$ cat config.mk
export PLATFORM = sky130hd
export DESIGN_NAME = hazard_ctrl
export DESIGN_NICKNAME = d
export VERILOG_FILES = /design/src/rtl/hazard_ctrl.sv
export SDC_FILE = /design/constraint.sdc
export NUM_CORES = 1
export LEC_CHECK = 0
export ABC_CLOCK_PERIOD_IN_PS = 1400
export CAP_MARGIN = 15
export CORE_AREA = 2 2 67 50
export CTS_BUF_LIST = sky130_fd_sc_hd__clkbuf_4
export DETAILED_ROUTE_END_ITERATION = 10
export DIE_AREA = 0 0 69 52
export GPL_ROUTABILITY_DRIVEN = 0
export GPL_TIMING_DRIVEN = 0
export PLACE_DENSITY = 0.85
export SYNTH_ARGS = -nofsm -noshare
export SYNTH_HDL_FRONTEND = slang
export SYNTH_SLANG_ARGS = --single-unit
$ cat constraint.sdc
create_clock -name clk -period 1.4 [get_ports clk]
set_clock_uncertainty 0.1 [all_clocks]
set_input_delay 0.28 -clock clk [delete_from_list [all_inputs] [get_ports clk]]
set_output_delay 0.28 -clock clk [all_outputs]
set_load 0.03 [all_outputs]
$ cat src/rtl/hazard_ctrl.sv
// Hazard/freeze controller for the 5-stage RV64 pipeline: load-use stall, branch flush, dmem wait.
// Define HAZARD_PERF_CNT_EN to build the stall/flush performance counters.
module hazard_ctrl #(
  parameter int unsigned REG_AW = 5,
  parameter int unsigned CNT_W  = 32
) (
  input  logic              clk,
  input  logic              reset,
  input  logic [REG_AW-1:0] id_rs1,
  input  logic [REG_AW-1:0] id_rs2,
  input  logic              id_use_rs1,
  input  logic              id_use_rs2,
  input  logic              ex_mem_read,
  input  logic [REG_AW-1:0] ex_rd,
  input  logic              ex_branch_taken,
  input  logic              mem_access,
  input  logic              dmem_ready,
  output logic              pc_write_en,
  output logic              if_id_write_en,
  output logic              id_ex_write_en,
  output logic              ex_mem_write_en,
  output logic              if_id_flush,
  output logic              id_ex_flush,
  output logic              mem_wb_bubble,
  output logic [1:0]        state_o,
  output logic [CNT_W-1:0]  stall_cnt,
  output logic [CNT_W-1:0]  flush_cnt
);

  typedef enum logic [1:0] {
    RUN      = 2'd0,
    LU_STALL = 2'd1,
    BR_FLUSH = 2'd2,
    MEM_WAIT = 2'd3
  } state_e;

  state_e state_q, state_d;
  logic   lu, mw, bt, lu_eff;

  always_comb begin
    lu     = ex_mem_read && (ex_rd != '0) &&
             ((id_use_rs1 && (ex_rd == id_rs1)) || (id_use_rs2 && (ex_rd == id_rs2)));
    mw     = mem_access && !dmem_ready;
    // Qualifying on the recorded action stops a flushed bubble or the
    // already-stalled consumer from triggering the same hazard again.
    bt     = ex_branch_taken && (state_q != BR_FLUSH);
    lu_eff = lu && (state_q != LU_STALL);
  end

  always_ff @(posedge clk or posedge reset) begin
    if (reset) state_q <= RUN;
    else       state_q <= state_d;
  end

  always_comb begin
    state_d = RUN;
    if (mw)          state_d = MEM_WAIT;
    else if (bt)     state_d = BR_FLUSH;
    else if (lu_eff) state_d = LU_STALL;
  end

  always_comb begin
    pc_write_en     = 1'b1;
    if_id_write_en  = 1'b1;
    id_ex_write_en  = 1'b1;
    ex_mem_write_en = 1'b1;
    if_id_flush     = 1'b0;
    id_ex_flush     = 1'b0;
    mem_wb_bubble   = 1'b0;
    if (reset) begin
      pc_write_en     = 1'b0;
      if_id_write_en  = 1'b0;
      id_ex_write_en  = 1'b0;
      ex_mem_write_en = 1'b0;
    end else if (mw) begin
      pc_write_en     = 1'b0;
      if_id_write_en  = 1'b0;
      id_ex_write_en  = 1'b0;
      ex_mem_write_en = 1'b0;
      mem_wb_bubble   = 1'b1;
    end else if (bt) begin
      if_id_flush = 1'b1;
      id_ex_flush = 1'b1;
    end else if (lu_eff) begin
      pc_write_en    = 1'b0;
      if_id_write_en = 1'b0;
      id_ex_flush    = 1'b1;
    end
  end

  assign state_o = state_q;

`ifdef HAZARD_PERF_CNT_EN
  logic [CNT_W-1:0] stall_cnt_q, stall_cnt_d;
  logic [CNT_W-1:0] flush_cnt_q, flush_cnt_d;

  always_comb begin
    stall_cnt_d = stall_cnt_q;
    flush_cnt_d = flush_cnt_q;
    if (!pc_write_en && (stall_cnt_q != '1)) stall_cnt_d = stall_cnt_q + 1'b1;
    if (bt && (flush_cnt_q != '1))           flush_cnt_d = flush_cnt_q + 1'b1;
  end

  always_ff @(posedge clk or posedge reset) begin
    if (reset) begin
      stall_cnt_q <= '0;
      flush_cnt_q <= '0;
    end else begin
      stall_cnt_q <= stall_cnt_d;
      flush_cnt_q <= flush_cnt_d;
    end
  end

  assign stall_cnt = stall_cnt_q;
  assign flush_cnt = flush_cnt_q;
`else
  assign stall_cnt = '0;
  assign flush_cnt = '0;
`endif

endmodule

# Yosys cells after proc, flatten, opt, wreduce, memory -nomap -nowiden
# Cells that the tools add are included.
dict set report classes {
  n_eq_ne 4
  n_mux 18
  reduce_logical 10
}
# op n
set op_table {}
lappend op_table {{$mux W1} 16}
lappend op_table {{$eq A5 B5 Y1} 2}
lappend op_table {{$logic_and A1 B1 Y1} 7}
lappend op_table {{$reduce_bool A5 Y1} 1}
lappend op_table {{$mux W2} 2}
lappend op_table {{$ne A2 B1 Y1 const B} 1}
lappend op_table {{$ne A2 B2 Y1 const B} 1}
lappend op_table {{$logic_not A1 Y1} 1}
lappend op_table {{$logic_or A1 B1 Y1} 1}
dict set report word_totals {
  reg_bits 2
  inputBits 23
  out_inout_bits 73
  wordCells 33
}

# Longest topological paths before layout
dict set report depth {
  depth_word 9
  ltp_mapped 5
  depth_no_buf 4
}

# Least setup slack after synthesis
# Ideal clock, no wire load.
dict set report synth_timing {
  kind {register to output}
  startpoint {register state_q[1], in the netlist state_o[1]}
  endpoint {output pc_write_en}
  t_arrival_ps 1563
  required_time_ps 1020
  path_slack_ps -543
  stages_incl_launch_ff 5
  path_buffers 1
  path_cell_list {dfrtp_1 > inv_1 > a221oi_2 > a31oi_1 > buf_4}
}
dict set report synth_between {
  elab_chain_len 6
}
# item line
set synth_rtl {}
lappend synth_rtl {{start: declaration} 37} ;# state_e state_q, state_d;
lappend synth_rtl {{start signal: assignment} 52} ;# else state_q <= state_d;
lappend synth_rtl {{$ne A2 B1 Y1} 47} ;# lu_eff = lu && (state_q != LU_STALL);
lappend synth_rtl {{$logic_and A1 B1 Y1} 47}
lappend synth_rtl {{$mux W1} --}
lappend synth_rtl {{$mux W1 * (3 in series)} --}
lappend synth_rtl {{end: declaration} 18} ;# output logic pc_write_en,
# Mark *: on every way between the ends. The rest lies on a longest branch, timed or not.

# Worst setup path in the final report
dict set report layout_timing {
  startpoint {register state_q[0], in the netlist state_o[0]}
  endpoint {output pc_write_en}
}
dict set report layout_between {
  elab_chain_len 6
}
# item line
set layout_rtl {}
lappend layout_rtl {{$ne A2 B1 Y1} 47}
lappend layout_rtl {{$logic_and A1 B1 Y1} 47}
lappend layout_rtl {{$mux W1} 84} ;# end else if (lu_eff) begin
lappend layout_rtl {{$mux W1 *} 81} ;# end else if (bt) begin
lappend layout_rtl {{$mux W1 *} 75} ;# end else if (mw) begin
lappend layout_rtl {{$mux W1 *} 70} ;# if (reset) begin
# Marks and branches as above.

==> summary.md <==
| Metric | Value |
|---|---|
| Leakage | `0.899 nW` |
| CP Max Fanout | `3` |
| Status | `finished, violations left` |
| Largest net degree at the start of global routing | `5` |
| Clk sinks | `2` |
| Power Total | `0.000807 W` |
| Htree depth | `1` |
| DRC viols | `0` |
| Worst Hold Class | `input pin to register` |
| Pre-antenna DRT Iters | `4` |
| CP Class | `register to output pin` |
| Worst Setup Start Kind | `register` |
| Top cell type by total area after synthesis | `buf_4` |
| Core box area | `2980 um2` |
| PD cells | `548 nW/um2` |
| Dpl cell area | `1400 um2` |
| Detailed placement HPWL | `1.76 mm` |
| Internal power | `0.000403 W` |
| Drt total wl | `1.97 mm` |
| Initial core utilization | `25.6%` |
| Net Sw Frac | `50.1%` |
| # rows | `17` |
| Final TNS setup | `-1180 ps` |
| Endpoints failing setup | `4` |
| N_diodes | `0` |
| Library cells used by synthesis | `16` |
| Crit path time final | `1770 ps` |
| Register bit count reported by yosys | `2` |
| Vias in the first global route | `644` |
| Worst-Skew Late Latency | `220 ps` |
| Combinational share of power | `76.3%` |
| Most common cell after layout, fill and taps aside | `buf_4` |
| Failing checks | `setup timing` |
| Post-Synthesis Cells | `101` |
| First-pass GRT wire length | `2.76 mm` |
| Crit path DAT | `1390 ps` |
| Die span in x | `69 um` |
| Final WS setup | `-371 ps` |
| Via count | `732` |
| Io pins | `96` |
| Syn avg cell area | `7.56 um2` |
| Total CTS buffers | `3` |
| Buffers on Ports | `31` |
| Net Sw Power | `0.000404 W` |
| VDD IR max | `0.000191 V` |
| Max cap viols | `0` |
| Synth Warn # | `0` |
| Flop pwr share | `8.6%` |
| Via density | `3.00` |
| WL/cell | `8.07 um` |
| Final ANT Viol Nets | `0` |
| CTS tree | `yes` |
| Top cells by area, synth | `buf_4 (65%), xnor2_1 (11%), dfrtp_1 (6.6%)` |
| Seq/Total Area, Yosys | `6.56%` |
| Share of cells above drive strength 1 | `54.9%` |
| Initial antenna violation count | `0` |
| Crit path capture type | `output pin` |
| CP Launch Point | `state_o[0]` |
| Post-synthesis cell area | `763 um2` |
| Commonest non-fill, non-tap cells in the layout | `buf_4 (70), conb_1 (64), buf_2 (12)` |
| Tcrit/Tclk final | `126%` |
| Util after Layout | `49.5%` |
| Clock Pin Slew Worst Setup and Hold Paths | `30 ps` |
| GRT Util Overall | `10.0%` |
| RSZ-0062 raised after global routing | `true` |
| CTS max path bufs | `2` |
| Hold slack | `240 ps` |
| Largest register FFs | `2` |
| Beginning of the worst hold path | `mem_access` |
| Clk pwr share | `15.1%` |
| Synth-to-layout area growth | `93.0%` |
| Worst EP required | `1020 ps` |
| Root Driver | `clkbuf_4` |
| # nets final | `231` |
| Yosys top cell area share | `64.9%` |
| Final Cell Area | `1470 um2` |
| Highest clock rate | `0.565 GHz` |
| Final max-slew violation count | `0` |
| Initial DRC count | `4` |
| Overflow after GRT | `0` |
| Die H | `52 um` |
| Reg-to-reg startpoint | `state_o[0]` |
| Die area | `3590 um2` |
| Final Hold Fails | `0` |
stage by stage:
stage	instances	setup slack, ps
after floorplan	164	-215
after global placement	233	-1250
after detailed placement	233	-1270
after CTS	239	-367
after global routing	244	-422
final	244	-371
layer usage:
layer	global-route usage, %	part of all wire [%]
met3	1.36	5.5
met2	22.1	63
met5	0	0
met1	8.99	31
met4	4.90	0.81
power by group through the flow:
stage | registers, W | clock network, W | logic (W)
6_report | 0.0000697 | 0.000122 | 0.000615
3_3_place_gp | 0.0000686 | 0 | 0.000583
5_1_grt | 0.0000698 | 0.000137 | 0.000652
4_1_cts | 0.0000677 | 0.000127 | 0.000580
3_5_place_dp | 0.0000686 | 0 | 0.000586
2_1_floorplan | 0.0000781 | 0 | 0.000464
synth_stat cells:
master	number
a31oi_1	1
nor3_1	1
a31o_1	1
nand2_1	4
nor2_1	3
o21ai_1	1
conb_1	1
a32o_1	1
a221oi_2	1
inv_1	5
xnor2_1	10
dfrtp_1	2
nand2b_1	1
nand4_1	2
o22ai_2	1
buf_4	66
worst paths after layout:
kind                                    end  slack (ps)  cells past startpoint
worst max-delay path            pc_write_en        -370                      4
worst min-delay path             state_o[0]         240                      2
worst max register to register   state_o[0]          50                      4
worst min register to register   state_o[1]         700                      4
max in group asynchronous        state_o[1]         510                      3
min in group asynchronous        state_o[0]         550                      3
cell type report:
cell class,instances,area (um2)
clock buffers,3,22.5
flip-flops and latches,2,52.6
well taps,38,47.5
inverters,5,21.3
repair buffers,39,312
multi-input cells,91,518
plain buffers,66,499
fillers,275,1510
kinds of logic after synthesis:
logic type,count (synthesis),share of synthesized area [%]
AOI/OAI and AO/OA,6,7.54
xor gates and xnor gates,10,11.5
buffers and inverters,71,67.4
DFF,2,6.56
other,1,0.491
and+or+nand+nor,11,6.56
timing repair:
item	in CTS	in global routing
hold buffers	1	0
pin swaps	18	6
endpoints found under the hold margin	2	0
endpoints found under the setup margin	10	7
gates resized for setup	104	15
setup buffers	2	5
worst max-delay path: stages (launching register included):
cell and delay, ps:
dfrtp_2 430, a221oi_4 370, a31oi_4 130, buf_6 130, buf_6 120
No activity file was read; power rests on OpenSTA's default activity.
